`src/rtl/cpu_sequencer_pkg.sv`:
```
// Shared opcode, state and error encodings for the z0 sequencer and hub.
package cpu_sequencer_pkg;

  localparam logic [7:0] OP_MOVE = 8'h01;
  localparam logic [7:0] OP_LOAD = 8'h02;
  localparam logic [7:0] OP_HALT = 8'hFF;

  typedef enum logic [2:0] {
    ST_IDLE   = 3'd0,
    ST_FETCH  = 3'd1,
    ST_DECODE = 3'd2,
    ST_MEM_RD = 3'd3,
    ST_COMMIT = 3'd4,
    ST_HALT   = 3'd5
  } state_e;

  typedef enum logic [1:0] {
    ERR_NONE    = 2'b00,
    ERR_ILLEGAL = 2'b01,
    ERR_TIMEOUT = 2'b10
  } err_e;

endpackage

```
`src/rtl/cpu_sequencer_wait_timer.sv`:
```
// Memory wait-cycle counter; expired_o flags the last allowed wait cycle without ready.
module cpu_sequencer_wait_timer #(
  parameter int unsigned MEM_TIMEOUT = 255
) (
  input  logic clk_i,
  input  logic rst_ni,
  input  logic en_i,
  input  logic clear_i,
  output logic expired_o
);

  localparam int unsigned CW = (MEM_TIMEOUT < 2) ? 1 : $clog2(MEM_TIMEOUT);
  localparam logic [CW-1:0] LAST = CW'((MEM_TIMEOUT == 0) ? 0 : MEM_TIMEOUT - 1);

  logic [CW-1:0] count_q, count_d;

  // MEM_TIMEOUT == 0 disables expiry; the counter then just wraps harmlessly.
  assign expired_o = (MEM_TIMEOUT != 0) && en_i && !clear_i && (count_q == LAST);

  always_comb begin
    count_d = count_q;
    if (clear_i || !en_i) begin
      count_d = '0;
    end else if (!expired_o) begin
      count_d = count_q + 1'b1;
    end
  end

  always_ff @(posedge clk_i) begin
    if (!rst_ni) begin
      count_q <= '0;
    end else begin
      count_q <= count_d;
    end
  end

endmodule

```
`src/rtl/cpu_sequencer.sv`:
```
// z0 fetch/decode/commit controller: owns PC/IR, drives the memory port and the commit strobe.
module cpu_sequencer
  import cpu_sequencer_pkg::*;
#(
  parameter logic [15:0] RESET_PC    = 16'h0000,
  parameter int unsigned MEM_TIMEOUT = 255
) (
  input  logic        clk,
  input  logic        rst_n,
  input  logic        run,
  output logic        mem_req,
  output logic [15:0] mem_addr,
  input  logic [15:0] mem_rdata,
  input  logic        mem_ready,
  input  logic [15:0] ld_addr,
  input  logic [15:0] hub_pc_next,
  output logic [15:0] ir,
  output logic [15:0] pc,
  output logic [15:0] load_data,
  output logic        is_loaded,
  output logic        reg_we,
  output logic        halted,
  output logic [1:0]  err
);

  state_e      state_q, state_d;
  logic [15:0] pc_q, pc_d;
  logic [15:0] ir_q, ir_d;
  logic [15:0] load_data_q, load_data_d;
  logic        is_loaded_q, is_loaded_d;
  err_e        err_q, err_d;
  logic        wait_en;
  logic        expired;

  assign wait_en = (state_q == ST_FETCH) || (state_q == ST_MEM_RD);

  cpu_sequencer_wait_timer #(
    .MEM_TIMEOUT(MEM_TIMEOUT)
  ) u_wait_timer (
    .clk_i    (clk),
    .rst_ni   (rst_n),
    .en_i     (wait_en),
    .clear_i  (mem_ready),
    .expired_o(expired)
  );

  always_comb begin
    state_d     = state_q;
    pc_d        = pc_q;
    ir_d        = ir_q;
    load_data_d = load_data_q;
    is_loaded_d = is_loaded_q;
    err_d       = err_q;
    mem_req     = 1'b0;
    mem_addr    = pc_q;
    reg_we      = 1'b0;

    unique case (state_q)
      ST_IDLE: begin
        if (run) state_d = ST_FETCH;
      end
      ST_FETCH: begin
        mem_req = 1'b1;
        if (mem_ready) begin
          ir_d    = mem_rdata;
          state_d = ST_DECODE;
        end else if (expired) begin
          err_d   = ERR_TIMEOUT;
          state_d = ST_HALT;
        end
      end
      ST_DECODE: begin
        case (ir_q[15:8])
          OP_MOVE: state_d = ST_COMMIT;
          OP_LOAD: state_d = ST_MEM_RD;
          OP_HALT: state_d = ST_HALT;
          default: begin
            err_d   = ERR_ILLEGAL;
            state_d = ST_HALT;
          end
        endcase
      end
      ST_MEM_RD: begin
        mem_req  = 1'b1;
        mem_addr = ld_addr;
        if (mem_ready) begin
          load_data_d = mem_rdata;
          is_loaded_d = 1'b1;
          state_d     = ST_COMMIT;
        end else if (expired) begin
          err_d   = ERR_TIMEOUT;
          state_d = ST_HALT;
        end
      end
      ST_COMMIT: begin
        reg_we      = 1'b1;
        pc_d        = hub_pc_next;
        is_loaded_d = 1'b0;
        state_d     = run ? ST_FETCH : ST_IDLE;
      end
      ST_HALT: begin
        state_d = ST_HALT;
      end
      default: begin
        state_d = ST_IDLE;
      end
    endcase
  end

  always_ff @(posedge clk) begin
    if (!rst_n) begin
      state_q     <= ST_IDLE;
      pc_q        <= RESET_PC;
      ir_q        <= '0;
      load_data_q <= '0;
      is_loaded_q <= 1'b0;
      err_q       <= ERR_NONE;
    end else begin
      state_q     <= state_d;
      pc_q        <= pc_d;
      ir_q        <= ir_d;
      load_data_q <= load_data_d;
      is_loaded_q <= is_loaded_d;
      err_q       <= err_d;
    end
  end

  assign ir        = ir_q;
  assign pc        = pc_q;
  assign load_data = load_data_q;
  assign is_loaded = is_loaded_q;
  assign halted    = (state_q == ST_HALT);
  assign err       = err_q;

endmodule

```
`config.mk`:
```
export PLATFORM = sky130hd
export DESIGN_NAME = cpu_sequencer
export DESIGN_NICKNAME = d
export VERILOG_FILES = /design/src/rtl/cpu_sequencer_pkg.sv /design/src/rtl/cpu_sequencer_wait_timer.sv /design/src/rtl/cpu_sequencer.sv
export SDC_FILE = /design/constraint.sdc
export NUM_CORES = 1
export LEC_CHECK = 0
export ABC_AREA = 1
export BUFFER_PORTS_ARGS = -buffer_cell sky130_fd_sc_hd__buf_2
export CAP_MARGIN = 20
export CORE_MARGIN = 10
export CORE_UTILIZATION = 43
export DETAILED_ROUTE_END_ITERATION = 8
export PLACE_DENSITY = 0.77
export REMOVE_ABC_BUFFERS = 1
export SYNTH_ARGS = -nofsm -noshare
export SYNTH_HDL_FRONTEND = slang
export SYNTH_HIERARCHICAL = 1
export SYNTH_SLANG_ARGS = --single-unit
export TNS_END_PERCENT = 1
```
`constraint.sdc`:
```
create_clock -name clk -period 1.58 [get_ports clk]
set_clock_uncertainty 0.05 [all_clocks]
set_input_delay 0.316 -clock clk [delete_from_list [all_inputs] [get_ports clk]]
set_output_delay 0.316 -clock clk [all_outputs]
set_load 0.1 [all_outputs]
```
Word level (Yosys, flattened, before mapping)
Index checks and enable logic that the tools add are counted.

operators by class
  add/subtract/negate cells = 1
  equality and inequality tests = 14
  mux-type cells = 16
  bitwise logic cells = 1
  reductions and logical operators = 16

operators with widths
  operator             count
  $pmux 3 s6           1
  $eq 8x8->1 const B   2
  $mux 16              1
  $mux 3               4
  $add 8x1->8 const B  1
  $eq 8x1->1 const B   1
  $eq 8x2->1 const B   1
  $ne 2x2->1 const B   4
  $eq 3x2->1 const B   2
  $eq 3x3->1 const B   2
  $mux 2               3
  $pmux 3 s2           1
  $reduce_and 2->1     3
  $mux 1               4
  $pmux 2 s2           1
  $reduce_and 4->1     1
  $reduce_bool 2->1    2
  $reduce_or 2->1      2
  $eq 3x1->1 const B   1
  $logic_not 3->1      1
  $reduce_or 3->1      1
  $logic_and 1x1->1    2
  $logic_not 1->1      2
  $logic_or 1x1->1     2
  3 further kinds      3

storage, ports and cells
  flip-flop bits (word level) = 62
  input bits = 52
  logic and storage cells = 55

Logic depth before layout (Yosys ltp)
Gate-level depths: netlist (run 1).

  depth in word-level cells = 7
  depth in mapped cells = 14
  mapped depth without buffers = 13

By module
Netlist (run 1), hierarchy kept.

modules (own cells, without submodules)
  module                    instances  cells each  area each (µm²)
  cpu_sequencer             1          331         2319.7
  cpu_sequencer_wait_timer  1          71          461.7

Worst setup path before layout (run 1)
Ideal clock, no wire load.

  kind = register to register
  start = reg state_q[2]
  end = reg state_q[2]
  arrival = 2962 ps
  data required time = 1459 ps
  slack = -1503 ps
  cell stages (with the launch flop) = 5
  clock period less this slack = 3083 ps
  cells stage by stage = dfxtp_1 -> inv_2 -> nor3_1 -> nor2_1 -> a21oi_1

RTL lines
  what                      line                  RTL
  start: declaration        cpu_sequencer.sv:26   state_e state_q, state_d;
  start signal: assignment  cpu_sequencer.sv:119  state_q <= state_d;
  $eq 3x3->1                n/a
  named net halted          cpu_sequencer.sv:22   output logic halted,
  $pmux 3 s6                cpu_sequencer.sv:58   unique case (state_q)

The timed path passes the listed nets, and every way through them passes these cells.
A chain may end at the register's enable or synchronous reset.

Worst setup path after layout (run 1)
  start = reg state_q[1]
  end = out mem_addr[0]

on the way
  longest elaborated chain between the ends = 2

RTL lines
  what              line                 RTL
  $eq 3x2->1        cpu_sequencer.sv:58
  $mux 16           cpu_sequencer.sv:58
  end: declaration  cpu_sequencer.sv:12  output logic [15:0] mem_addr,

No other way between the ends.

==> metrics.log, run 1 <==
[metrics] max-cap check violation count: 0
[metrics] number of cells in the design after placement: approximately 610
[metrics] Power Total: 4.83 mW
[metrics] overall die area: 10,100 um2
[metrics] Worst Max-Slew Pin Slew: roughly 0.51 ns
[metrics] initial antenna violation count: 1
[metrics] first-pass GRT wire length: 14.8 mm
[metrics] Setup Crit Path Kind: reg2out
[metrics] top cells by area, synth: sky130_fd_sc_hd__dfxtp_1 45%, sky130_fd_sc_hd__nand2_1 14%, sky130_fd_sc_hd__nor2_1 11%
[metrics] class of the tightest hold or removal check: in2reg
[metrics] Std-Cell Rows: 29
[metrics] status: finished with violations
[metrics] Initial Util: 0.441
[metrics] main combinational cell family by area after synthesis: simple AND/OR/NAND/NOR gates
[metrics] Critical Path Start Type: flip-flop
[metrics] worst hold slack after final layout: around 0.15 ns
[metrics] global routing usage on met1: 0.191
[metrics] met3 routing resource usage after global routing: 0.104
[metrics] DRT Pass-1 Iters: 4
[metrics] number of buffer and inverter stages on the critical path: 2
[metrics] number of stages on the worst hold path: 3
[metrics] peak ir drop on the vdd network: around 730 uV
[metrics] setup violators final: 19
[metrics] final layout net count: 598
[metrics] final HPWL from detailed placement: 7.00 mm
[metrics] antenna viol nets, final: 0
[metrics] Root Buffer: sky130_fd_sc_hd__clkbuf_8
[metrics] count of mapped cells out of synthesis: 402
[metrics] Rel. slew slack: 0.663
[metrics] cell area after synthesis: 2780 um2
[metrics] grt met2 use: 0.295
[metrics] Yosys reg bits: 62
[metrics] pwr dens: 1120 nW/um2
[metrics] Die Wd: around 100 um
[metrics] DRT Wirelength: 9.51 mm
[metrics] share of cell area taken by muxes after synthesis: 0
[metrics] Routed WL per cell: 15.2 um
[metrics] Critical Path, Cell by Cell: nand3_4, clkbuf_16, nand2_4, nand2_4, buf_12
[metrics] failing checks: negative setup slack
[metrics] top-level port count: 122
[metrics] maximum level of the CTS H-tree: 3
[metrics] CTS buffer count: 9
[metrics] vias in the first global route: 3,161
[metrics] CORE AREA: roughly 6300 um2
[metrics] critical path required time: 1.21 ns
[metrics] stages on the worst setup path: 5
[metrics] pin count of the biggest net entering global routing: 24
[metrics] Clock Pin Slew Worst Setup and Hold Paths: ~0.08 ns
[metrics] number of cell instances on the worst register-to-register path: 13
[metrics] final worst slack: -0.167 ns
[metrics] Vias: 3,135
[metrics] layout cell share with drive strength beyond 1: 0.404
[metrics] max-slew violations: 0
[metrics] CP endpoint kind: primary output
[metrics] largest fanout on the critical path: 8
[metrics] ANT cells: 0
[metrics] via/cell ratio: ~5.0
[metrics] largest incremental delay on the critical path: 0.37 ns
[metrics] fraction of the mapped netlist area in adder cells: 0.00900
[metrics] fraction of synthesized cell area taken by the top area cell type: 0.446
[metrics] quantity of I/O buffers inserted on ports: roughly 120
[metrics] overflow left after global routing: 0
[metrics] # clock sinks: 62
[metrics] simple logic cell fraction of the synthesized area: 0.347
[metrics] height of the die: 100 um
[metrics] layer carrying the most global-route usage: met2
[metrics] Area Growth Syn to Fin: 55.7%
[metrics] clock period minus worst slack: ~1.7 ns
[metrics] GP Congestion: 0.863
[metrics] count of yosys warnings during synthesis: 6
[metrics] Top cell by count, worst path: sky130_fd_sc_hd__nand2_4
[metrics] synthesized-area fraction occupied by ao, oa, aoi and oai cells: 0.114
[metrics] ratio of final minimum period to clock period: 1.11
[metrics] leakage: 2.00 nW
[metrics] final standard cell count with taps included and fillers excluded: 626
[metrics] global routing usage summed across all routing layers: 0.180
[metrics] clk_lat worst skew: 0.33 ns
[metrics] synthesized area divided by synthesized cell count: 6.92 um2
[metrics] synthesized-area fraction occupied by xor and xnor cells: 0.00945
[metrics] Arrival @ worst endpoint: around 1.4 ns
[metrics] RSZ-0062 raised after global routing: yes
[metrics] Slowest-stage cell, CP: sky130_fd_sc_hd__dfxtp_2
[metrics] clock tree from TritonCTS: done
[metrics] Hold Fails Final Rpt: 0
[metrics] Bufs on Longest Clock Path: 2
[metrics] Max Clk Rate: 0.572 GHz
[metrics] post-synthesis sequential area ratio: 0.446
[metrics] DRC violation count after routing: 0
[metrics] post-synthesis cell type count: 27
[metrics] CP top delay family: buffers and inverters
[metrics] most area-hungry cell type in the Yosys netlist: sky130_fd_sc_hd__dfxtp_1
[metrics] Initial DRC Count: 166
==> worst min-delay path, stage by stage <==
cell,delay [ns]
sky130_fd_sc_hd__buf_2,0.07
sky130_fd_sc_hd__nor2_1,0.03
sky130_fd_sc_hd__nor2_1,0.08
==> power by group <==
group,switching (mW),internal [mW]
Combinational,1.36,0.477
Clock,0.665,0.583
Sequential,0.0882,1.66
==> cell type report <==
class / count / area, um2
clock buffer: 9 / 124
multi-input combinational: 296 / 1530
tap: 77 / 96.3
fill: 534 / 1980
sequential: 62 / 1240
clock inverter: 7 / 56.3
timing repair buffer: 149 / 1170
inverter: 26 / 110
==> through the flow <==
step | cell area (um2) | TNS [ns] | util | setup slack (ns)
floorplan | 2670 | -38.79 | - | -1.51
global placement | 3830 | 0 | 0.607 | 0.0564
detailed placement | 3830 | -0.00194 | 0.607 | -0.00194
CTS | 4060 | -2.78 | 0.643 | -0.177
global route | 4330 | -4.26 | 0.686 | -0.242
finish | 4330 | -2.60 | 0.686 | -0.167
==> path summary, 6_finish.rpt <==
check	start	to	slack, ns
min reg2reg	load_data[10]$_SDFFE_PN0P_	load_data[10]$_SDFFE_PN0P_	0.41
max	state_q[1]$_SDFFE_PN0P_	mem_addr[0]	-0.17
min	hub_pc_next[4]	pc[4]$_SDFFE_PN0N_	0.15
max reg2reg	state_q[2]$_SDFFE_PN0P_	err[0]$_SDFFE_PN0P_	0.02
==> routing by layer <==
metal / vias to the layer above / share of wire
li1: 1558 / -
met1: 1447 / 0.37
met2: 120 / 0.50
met3: 8 / 0.12
met4: 2 / 0.0085
met5: - / 0.00074
==> synthesized netlist by cell type <==
library cell	number
sky130_fd_sc_hd__ha_1	2
sky130_fd_sc_hd__a21oi_2	1
sky130_fd_sc_hd__nand3_4	2
sky130_fd_sc_hd__nand2_2	1
sky130_fd_sc_hd__nor2_1	84
sky130_fd_sc_hd__inv_2	6
sky130_fd_sc_hd__nor3_1	2
sky130_fd_sc_hd__nor2_4	2
sky130_fd_sc_hd__xnor2_1	3
sky130_fd_sc_hd__buf_4	6
sky130_fd_sc_hd__dfxtp_1	62
sky130_fd_sc_hd__o211ai_1	1
sky130_fd_sc_hd__buf_2	3
sky130_fd_sc_hd__nor2_2	3
sky130_fd_sc_hd__a21oi_1	24
sky130_fd_sc_hd__a31oi_1	1
sky130_fd_sc_hd__buf_6	2
sky130_fd_sc_hd__nor3_2	1
sky130_fd_sc_hd__o21ai_0	35
sky130_fd_sc_hd__nand4_1	1
sky130_fd_sc_hd__clkbuf_1	6
sky130_fd_sc_hd__nand3_1	25
sky130_fd_sc_hd__nor4_1	1
sky130_fd_sc_hd__nand2_1	106
sky130_fd_sc_hd__buf_1	1
sky130_fd_sc_hd__inv_1	20
sky130_fd_sc_hd__nand2_4	1
==> state kept, by name, indices dropped and copies added (netlist names) <==
signal	count
err	2
load_data	16
u_wait_timer/count_q	8
ir	16
state_q	3
is_loaded	1
pc	16
==> cells by family (layout without fill, tap and decap cells) <==
| kind of cell | Yosys count | in the layout |
|---|---|---|
| XOR/XNOR | 3 | 3 |
| adder cells (fa/ha/maj) | 2 | 2 |
| buffers and inverters | 44 | 191 |
| AO/OA/AOI/OAI | 62 | 62 |
| flip-flops | 62 | 62 |
| AND/OR/NAND/NOR | 229 | 229 |
==> timing repair <==
item,4_1_cts,5_1_grt
hold endpoints to repair,0,0
cloned,0,1
endpoints found under the setup margin,22,29
resized for setup,13,68
pin swaps,2,12
hold buffers,0,0
setup buffers,2,2
==> layout by cell type (no fill, tap or decap), types with 3 or more instances in the layout <==
| master | Yosys | layout |
|---|---|---|
| sky130_fd_sc_hd__xnor2_1 | 3 | 3 |
| sky130_fd_sc_hd__inv_1 | 20 | 18 |
| sky130_fd_sc_hd__buf_4 | 6 | 26 |
| sky130_fd_sc_hd__dfxtp_1 | 62 | 59 |
| sky130_fd_sc_hd__nand2_2 | 1 | 16 |
| sky130_fd_sc_hd__dfxtp_2 | 0 | 3 |
| sky130_fd_sc_hd__clkbuf_8 | 0 | 9 |
| sky130_fd_sc_hd__clkinvlp_4 | 0 | 4 |
| sky130_fd_sc_hd__inv_2 | 6 | 7 |
| sky130_fd_sc_hd__clkbuf_4 | 0 | 13 |
| sky130_fd_sc_hd__o21ai_0 | 35 | 35 |
| sky130_fd_sc_hd__nand2_1 | 106 | 75 |
| sky130_fd_sc_hd__a21oi_1 | 24 | 24 |
| sky130_fd_sc_hd__nor2_4 | 2 | 3 |
| sky130_fd_sc_hd__buf_2 | 3 | 88 |
| sky130_fd_sc_hd__inv_6 | 0 | 3 |
| sky130_fd_sc_hd__nand3_1 | 25 | 24 |
| sky130_fd_sc_hd__nand2_4 | 1 | 17 |
| sky130_fd_sc_hd__nor2_1 | 84 | 84 |
| sky130_fd_sc_hd__buf_12 | 0 | 20 |
Note: power is estimated with default switching activity, not from simulation.
==> run 2, diff against run 1 <==
--- a/config.mk
+++ b/config.mk
@@ -11,7 +11,7 @@
 export CORE_MARGIN = 10
 export CORE_UTILIZATION = 43
 export DETAILED_ROUTE_END_ITERATION = 8
-export PLACE_DENSITY = 0.77
+export PLACE_DENSITY = 0.82
 export REMOVE_ABC_BUFFERS = 1
 export SYNTH_ARGS = -nofsm -noshare
 export SYNTH_HDL_FRONTEND = slang
==> run 2 against run 1 <==
The flow still finishes with violations (negative setup slack). Final cell count down 0.80%. Sequential share of layout area rose by 0.54 points. Global-route usage is 0.56 points higher. Hold slack lost 0.012 ns.
==> metrics.log, run 2 (synthesis results as in run 1) <==
[metrics] status: finished with violations (unchanged)
[metrics] failing checks: negative setup slack (unchanged)
[metrics] DRC violation count after routing: 0 (unchanged)
[metrics] clock period minus worst slack: 1.75 ns (about the same)
[metrics] fillers: 522 (was 534)
[metrics] Max Clk Rate: 0.570 GHz (was 0.572 GHz)
[metrics] top-level port count: 122 (unchanged)
[metrics] leakage: 2.00 nW (about the same)
[metrics] pwr dens: 1150 nW/um2 (was 1120 nW/um2)
[metrics] DRT Pass-1 Iters: 4 (unchanged)
[metrics] first-pass GRT wire length: 15.3 mm (was 14.8 mm)
[metrics] via/cell ratio: 5.02 (was 5.01)
[metrics] class of the tightest hold or removal check: in2reg (unchanged)
[metrics] antenna viol nets, final: 0 (unchanged)
[metrics] CP endpoint kind: primary output (unchanged)
[metrics] Area Growth Syn to Fin: 53.5% (was 55.7%)
[metrics] overall die area: 10,100 um2 (unchanged)
[metrics] Hold Fails Final Rpt: 0 (unchanged)
[metrics] pin count of the biggest net entering global routing: 34 (was 24)
[metrics] peak ir drop on the vdd network: 751 uV (was 728 uV)
[metrics] worst hold slack after final layout: 0.138 ns (was 0.150 ns)
[metrics] vias in the first global route: 3,209 (was 3,161)
[metrics] CTS buffer count: 9 (unchanged)
[metrics] # clock sinks: 62 (unchanged)
[metrics] RSZ-0062 raised after global routing: yes (unchanged)
[metrics] global routing usage summed across all routing layers: 0.186 (was 0.180)
[metrics] max-slew violations: 0 (unchanged)
[metrics] leading cell type in the layout, fill and taps excluded: sky130_fd_sc_hd__buf_2 (unchanged)
[metrics] Routed WL per cell: 15.4 um (was 15.2 um)
[metrics] Arrival @ worst endpoint: 1.39 ns (was 1.38 ns)
[metrics] Bufs on Longest Clock Path: 2 (unchanged)
[metrics] Rel. slew slack: 0.524 (was 0.663)
[metrics] Root Buffer: sky130_fd_sc_hd__clkbuf_8 (unchanged)
[metrics] clk_lat worst skew: 0.35 ns (was 0.33 ns)
[metrics] GP Congestion: 0.917 (was 0.863)
[metrics] Critical Path Start Type: flip-flop (unchanged)
[metrics] final HPWL from detailed placement: 6.91 mm (was 7.00 mm)
[metrics] Clock Pin Slew Worst Setup and Hold Paths: 0.07 ns (was 0.08 ns)
[metrics] ratio of final minimum period to clock period: 1.11 (about the same)
[metrics] final worst slack: -0.173 ns (was -0.167 ns)
[metrics] max-cap check violation count: 0 (unchanged)
[metrics] maximum level of the CTS H-tree: 3 (unchanged)
[metrics] Power Total: 4.92 mW (was 4.83 mW)
[metrics] largest fanout on the critical path: 8 (unchanged)
[metrics] Initial Util: 0.441 (unchanged)
[metrics] quantity of I/O buffers inserted on ports: 121 (unchanged)
[metrics] hold buffer count at CTS: 0 (unchanged)
[metrics] Setup Crit Path Kind: reg2out (unchanged)
[metrics] final layout net count: 593 (was 598)
[metrics] CORE AREA: 6310 um2 (unchanged)
[metrics] overflow left after global routing: 0 (unchanged)
[metrics] Std-Cell Rows: 29 (unchanged)
[metrics] Initial DRC Count: 150 (was 166)
[metrics] clock tree from TritonCTS: done (unchanged)
[metrics] ANT cells: 0 (unchanged)
[metrics] Worst Max-Slew Pin Slew: 0.713 ns (was 0.508 ns)
[metrics] initial antenna violation count: 0 (was 1)
[metrics] Vias: 3,120 (was 3,135)
[metrics] critical path required time: 1.21 ns (about the same)
[metrics] height of the die: 100 um (unchanged)
[metrics] Die Wd: 100 um (unchanged)
[metrics] top library cells by usage in the layout, fill and taps aside: 91 x sky130_fd_sc_hd__buf_2, 84 x sky130_fd_sc_hd__nor2_1, 73 x sky130_fd_sc_hd__nand2_1 (was 88 x sky130_fd_sc_hd__buf_2, 84 x sky130_fd_sc_hd__nor2_1, 75 x sky130_fd_sc_hd__nand2_1)
[metrics] setup violators final: 21 (was 19)
[metrics] layout cell share with drive strength beyond 1: 0.404 (about the same)
[metrics] pre-CTS worst setup slack: -0.0392 ns (was -0.00194 ns)
[metrics] DRT Wirelength: 9.57 mm (was 9.51 mm)
run 2: final cells by class:
type	count	area (um2)	area share
Clock buffer	12	165	0.0387
Tap cell	77	96.3	0.0226
Multi-Input combinational cell	296	1460	0.341
Timing Repair Buffer	144	1160	0.271
Sequential cell	62	1250	0.293
Inverter	26	113	0.0264
Clock inverter	4	30.0	0.00703
run 2: what timing repair did:
item,in CTS,in global routing
resized for setup,19,51
pin swaps,2,13
buffers inserted,3,0
endpoints found under the setup margin,21,41
cloned,0,1
run 2: stage by stage:
stage	cell area [um2]	TNS, ns	instances	utilization
detailed placement	3830	-0.0756	601	0.607
floorplan	2670	-38.79	384	-
global placement	3830	0	601	0.607
global route	4270	-4.11	621	0.676
CTS	4100	-2.75	620	0.649
finish	4270	-2.83	621	0.676
run 2: power breakdown:
part	switching [mW]	internal, mW
combinational	1.34	0.476
clock	0.655	0.700
sequential	0.0840	1.66
total	2.08	2.84
run 2: final timing paths:
path,startpoint,endpoint,slack [ns],depth (start not counted)
worst min register to register,load_data[11]$_SDFFE_PN0P_,load_data[11]$_SDFFE_PN0P_,0.41,2
worst max register to register,state_q[2]$_SDFFE_PN0P_,err[0]$_SDFFE_PN0P_,-0.07,13
worst max-delay path,state_q[2]$_SDFFE_PN0P_,mem_addr[2],-0.17,6
worst min-delay path,hub_pc_next[5],pc[5]$_SDFFE_PN0N_,0.14,3
run 2: layer usage:
layer,GRT usage,vias up,wire [um]
met5,0,-,0
met4,0.0717,0,190
met3,0.0762,14,894
met2,0.322,123,4880
met1,0.196,1437,3600
li1,-,1546,-
run 2: critical path, cell delays in order, from the launching register on:
cell                        delay (ns)
sky130_fd_sc_hd__dfxtp_4          0.35
sky130_fd_sc_hd__inv_4            0.05
sky130_fd_sc_hd__nand3_4          0.12
sky130_fd_sc_hd__clkbuf_16        0.21
sky130_fd_sc_hd__nand2_2          0.07
sky130_fd_sc_hd__nand2_2          0.07
sky130_fd_sc_hd__buf_12           0.16
==> run 3, diff against run 2 <==
--- a/config.mk
+++ b/config.mk
@@ -11,8 +11,9 @@
 export CORE_MARGIN = 10
 export CORE_UTILIZATION = 43
 export DETAILED_ROUTE_END_ITERATION = 8
-export PLACE_DENSITY = 0.82
+export PLACE_DENSITY = 0.77
 export REMOVE_ABC_BUFFERS = 1
+export SLEW_MARGIN = 40
 export SYNTH_ARGS = -nofsm -noshare
 export SYNTH_HDL_FRONTEND = slang
 export SYNTH_HIERARCHICAL = 1
==> constraint.sdc (replaced) <==
create_clock -name clk -period 1.58 [get_ports clk]
set_clock_uncertainty 0.05 [all_clocks]
set_input_delay 0.316 -clock clk [delete_from_list [all_inputs] [get_ports clk]]
set_output_delay 0.316 -clock clk [all_outputs]
set_load 0.01 [all_outputs]
==> run 3 against run 2 <==
The flow still finishes with violations (negative setup slack). Sequential power is essentially flat. Cell area shrank 5.9%. Utilization shrank 4.0 points. First-iteration DRC count is the same. Die area is the same. Combinational power shrank 55%. Sequential share of layout area grew 1.8 points. Final cell count grew 1.1%. Flip-flop and latch count is the same. Clock power grew 9%. Critical path type unchanged. Largest power group is now registers.
==> metrics.log, run 3 (synthesis results as in run 1) <==
[metrics] status: finished with violations (unchanged)
[metrics] failing checks: negative setup slack (unchanged)
[metrics] Int Power: 2.90 mW (was 2.84 mW)
[metrics] CORE AREA: 6310 um2 (unchanged)
[metrics] accumulated negative setup slack: -2.05 ns (was -2.83 ns)
[metrics] Initial DRC Count: 150 (unchanged)
[metrics] GP Congestion: 0.933 (was 0.917)
[metrics] leading cell type in the layout, fill and taps excluded: sky130_fd_sc_hd__buf_2 (unchanged)
[metrics] power spent charging and discharging nets: 1.14 mW (was 2.08 mW)
[metrics] Die Wd: 100 um (unchanged)
[metrics] ratio of final minimum period to clock period: 1.10 (was 1.11)
[metrics] setup violators final: 20 (was 21)
[metrics] overall die area: 10,100 um2 (unchanged)
[metrics] Max Clk Rate: 0.576 GHz (was 0.570 GHz)
[metrics] top library cells by usage in the layout, fill and taps aside: 112 x sky130_fd_sc_hd__buf_2, 96 x sky130_fd_sc_hd__nand2_1, 83 x sky130_fd_sc_hd__nor2_1 (was 91 x sky130_fd_sc_hd__buf_2, 84 x sky130_fd_sc_hd__nor2_1, 73 x sky130_fd_sc_hd__nand2_1)
[metrics] proportion of power drawn by combinational gates: 0.203 (was 0.370)
[metrics] layout cell share with drive strength beyond 1: 0.368 (was 0.404)
[metrics] RSZ-0062 raised after global routing: yes (unchanged)
[metrics] max-cap check violation count: 0 (unchanged)
[metrics] final standard cell count with taps included and fillers excluded: 628 (was 621)
[metrics] Worst Max-Slew Pin Slew: 0.344 ns (was 0.713 ns)
[metrics] # clock sinks: 62 (unchanged)
[metrics] overflow left after global routing: 0 (unchanged)
[metrics] final worst slack: -0.156 ns (was -0.173 ns)
[metrics] CTS buffer count: 9 (unchanged)
[metrics] top-level port count: 122 (unchanged)
[metrics] pre-CTS worst setup slack: -0.0188 ns (was -0.0392 ns)
[metrics] pin count of the biggest net entering global routing: 22 (was 34)
[metrics] hold buffer count at CTS: 0 (unchanged)
[metrics] Hold Fails Final Rpt: 0 (unchanged)
[metrics] leakage: 2.01 nW (was 2.00 nW)
[metrics] largest fanout on the critical path: 7 (was 8)
[metrics] initial antenna violation count: 1 (was 0)
[metrics] Area Growth Syn to Fin: 44.5% (was 53.5%)
[metrics] number of stages on the worst hold path: 3 (unchanged)
[metrics] Routed WL per cell: 15.2 um (was 15.4 um)
[metrics] maximum level of the CTS H-tree: 3 (unchanged)
[metrics] CP endpoint kind: primary output (unchanged)
[metrics] post-placement cell area: 3540 um2 (was 3830 um2)
[metrics] number of cells in the design after placement: 602 (was 601)
[metrics] clk_lat worst skew: 0.34 ns (was 0.35 ns)
[metrics] clock period minus worst slack: 1.74 ns (was 1.75 ns)
[metrics] first-pass GRT wire length: 15.1 mm (was 15.3 mm)
[metrics] clock tree from TritonCTS: done (unchanged)
[metrics] number of cell instances on the worst register-to-register path: 13 (unchanged)
[metrics] critical path required time: 1.21 ns (about the same)
[metrics] fraction of power consumed by the clock network: 0.367 (was 0.275)
[metrics] final HPWL from detailed placement: 6.79 mm (was 6.91 mm)
[metrics] global routing usage summed across all routing layers: 0.184 (was 0.186)
[metrics] Vias: 3,168 (was 3,120)
[metrics] capture endpoint of the worst hold path: pc[4]$_SDFFE_PN0N_ (was pc[5]$_SDFFE_PN0N_)
[metrics] DRT Pass-1 Iters: 4 (unchanged)
[metrics] Root Buffer: sky130_fd_sc_hd__clkbuf_8 (unchanged)
[metrics] Critical Path Start Type: flip-flop (unchanged)
[metrics] critical hold path startpoint: hub_pc_next[4] (was hub_pc_next[5])
[metrics] beginning of the worst register-to-register path: state_q[0]$_SDFFE_PN0P_ (was state_q[2]$_SDFFE_PN0P_)
[metrics] via/cell ratio: 5.04 (was 5.02)
[metrics] sequential share of power: 0.430 (was 0.355)
[metrics] Setup Crit Path Kind: reg2out (unchanged)
[metrics] worst hold slack after final layout: 0.147 ns (was 0.138 ns)
[metrics] antenna viol nets, final: 0 (unchanged)
[metrics] Bufs on Longest Clock Path: 2 (unchanged)
[metrics] class of the tightest hold or removal check: in2reg (unchanged)
[metrics] DRT Wirelength: 9.52 mm (was 9.57 mm)
[metrics] utilization of the core after routing: 0.637 (was 0.676)
[metrics] final layout net count: 601 (was 593)
[metrics] post-route cell area: 4020 um2 (was 4270 um2)
[metrics] peak ir drop on the vdd network: 598 uV (was 751 uV)
[metrics] height of the die: 100 um (unchanged)
[metrics] FF-to-FF End: err[0]$_SDFFE_PN0P_ (unchanged)
[metrics] Rel. slew slack: 0.769 (was 0.524)
[metrics] max-slew violations: 0 (unchanged)
[metrics] ANT cells: 0 (unchanged)
[metrics] vias in the first global route: 3,285 (was 3,209)
[metrics] Arrival @ worst endpoint: 1.37 ns (was 1.39 ns)
[metrics] Clock Pin Slew Worst Setup and Hold Paths: 0.07 ns (about the same)
[metrics] pwr dens: 1010 nW/um2 (was 1150 nW/um2)
[metrics] worst reg-to-reg setup slack: -0.04 ns (was -0.07 ns)
[metrics] quantity of I/O buffers inserted on ports: 121 (unchanged)
[metrics] Std-Cell Rows: 29 (unchanged)
[metrics] Initial Util: 0.441 (unchanged)
[metrics] switching fraction of total power: 0.283 (was 0.423)
[metrics] Power Total: 4.04 mW (was 4.92 mW)
[metrics] DRC violation count after routing: 0 (unchanged)
-- run 3: changes by cell type in the layout (fill, tap and decap cells not counted), sizes merged --
cell and change:
buf +19, bufinv +2, clkbuf -12, clkinv -3, inv +1
-- run 3: power groups by stage --
stage	clock (mW)	sequential [mW]	combinational (mW)
after floorplan	0	1.81	0.301
after global placement	0	1.76	0.676
after detailed placement	0	1.77	0.691
after CTS	1.52	1.73	0.764
after global routing	1.57	1.75	0.914
final	1.48	1.74	0.821
-- run 3: final cells by class --
| class | count | area, um2 |
|---|---|---|
| clock buffer | 11 | 131 |
| clock inverter | 4 | 72.6 |
| fill | 574 | 2290 |
| inverter | 26 | 105 |
| multi-input combinational | 296 | 1410 |
| sequential | 62 | 1250 |
| tap | 77 | 96.3 |
| timing repair buffer | 152 | 953 |
-- run 3: timing repair --
| item | in CTS | in global routing |
|---|---|---|
| resized for setup | 23 | 26 |
| setup endpoints to repair | 20 | 39 |
| pin swaps | 4 | 7 |
| setup buffers | 8 | 2 |
| gates cloned | 1 | 0 |
-- run 3: how the worst max path moves through the flow --
stage,start,endpoint,cells after the start
global placement,u_wait_timer/count_q[1]$_SDFFE_PP0N_,err[0]$_SDFFE_PN0P_,12
global route,state_q[0]$_SDFFE_PN0P_,mem_addr[2],7
floorplan,state_q[0]$_SDFFE_PN0P_,err[0]$_SDFFE_PN0P_,13
detailed placement,u_wait_timer/count_q[1]$_SDFFE_PP0N_,err[1]$_SDFFE_PN0P_,11
CTS,state_q[0]$_SDFFE_PN0P_,mem_addr[12],7
finish,state_q[2]$_SDFFE_PN0P_,mem_addr[2],7
-- run 3: worst max-delay path, cell delays in order, from the launching register on --
cell and delay, ns:
sky130_fd_sc_hd__dfxtp_4 0.36, sky130_fd_sc_hd__inv_4 0.08, sky130_fd_sc_hd__nand3_4 0.10, sky130_fd_sc_hd__inv_6 0.11
sky130_fd_sc_hd__buf_12 0.13, sky130_fd_sc_hd__nand2_1 0.07, sky130_fd_sc_hd__nand2_1 0.05, sky130_fd_sc_hd__buf_2 0.12
-- run 3: layer usage --
| metal | wire length (um) | vias up | global-route usage |
|---|---|---|---|
| li1 | - | 1560 | - |
| met2 | 4570 | 147 | 0.311 |
| met3 | 1020 | 24 | 0.0886 |
| met1 | 3690 | 1435 | 0.187 |
| met5 | 8 | - | 0 |
| met4 | 234 | 2 | 0.0859 |
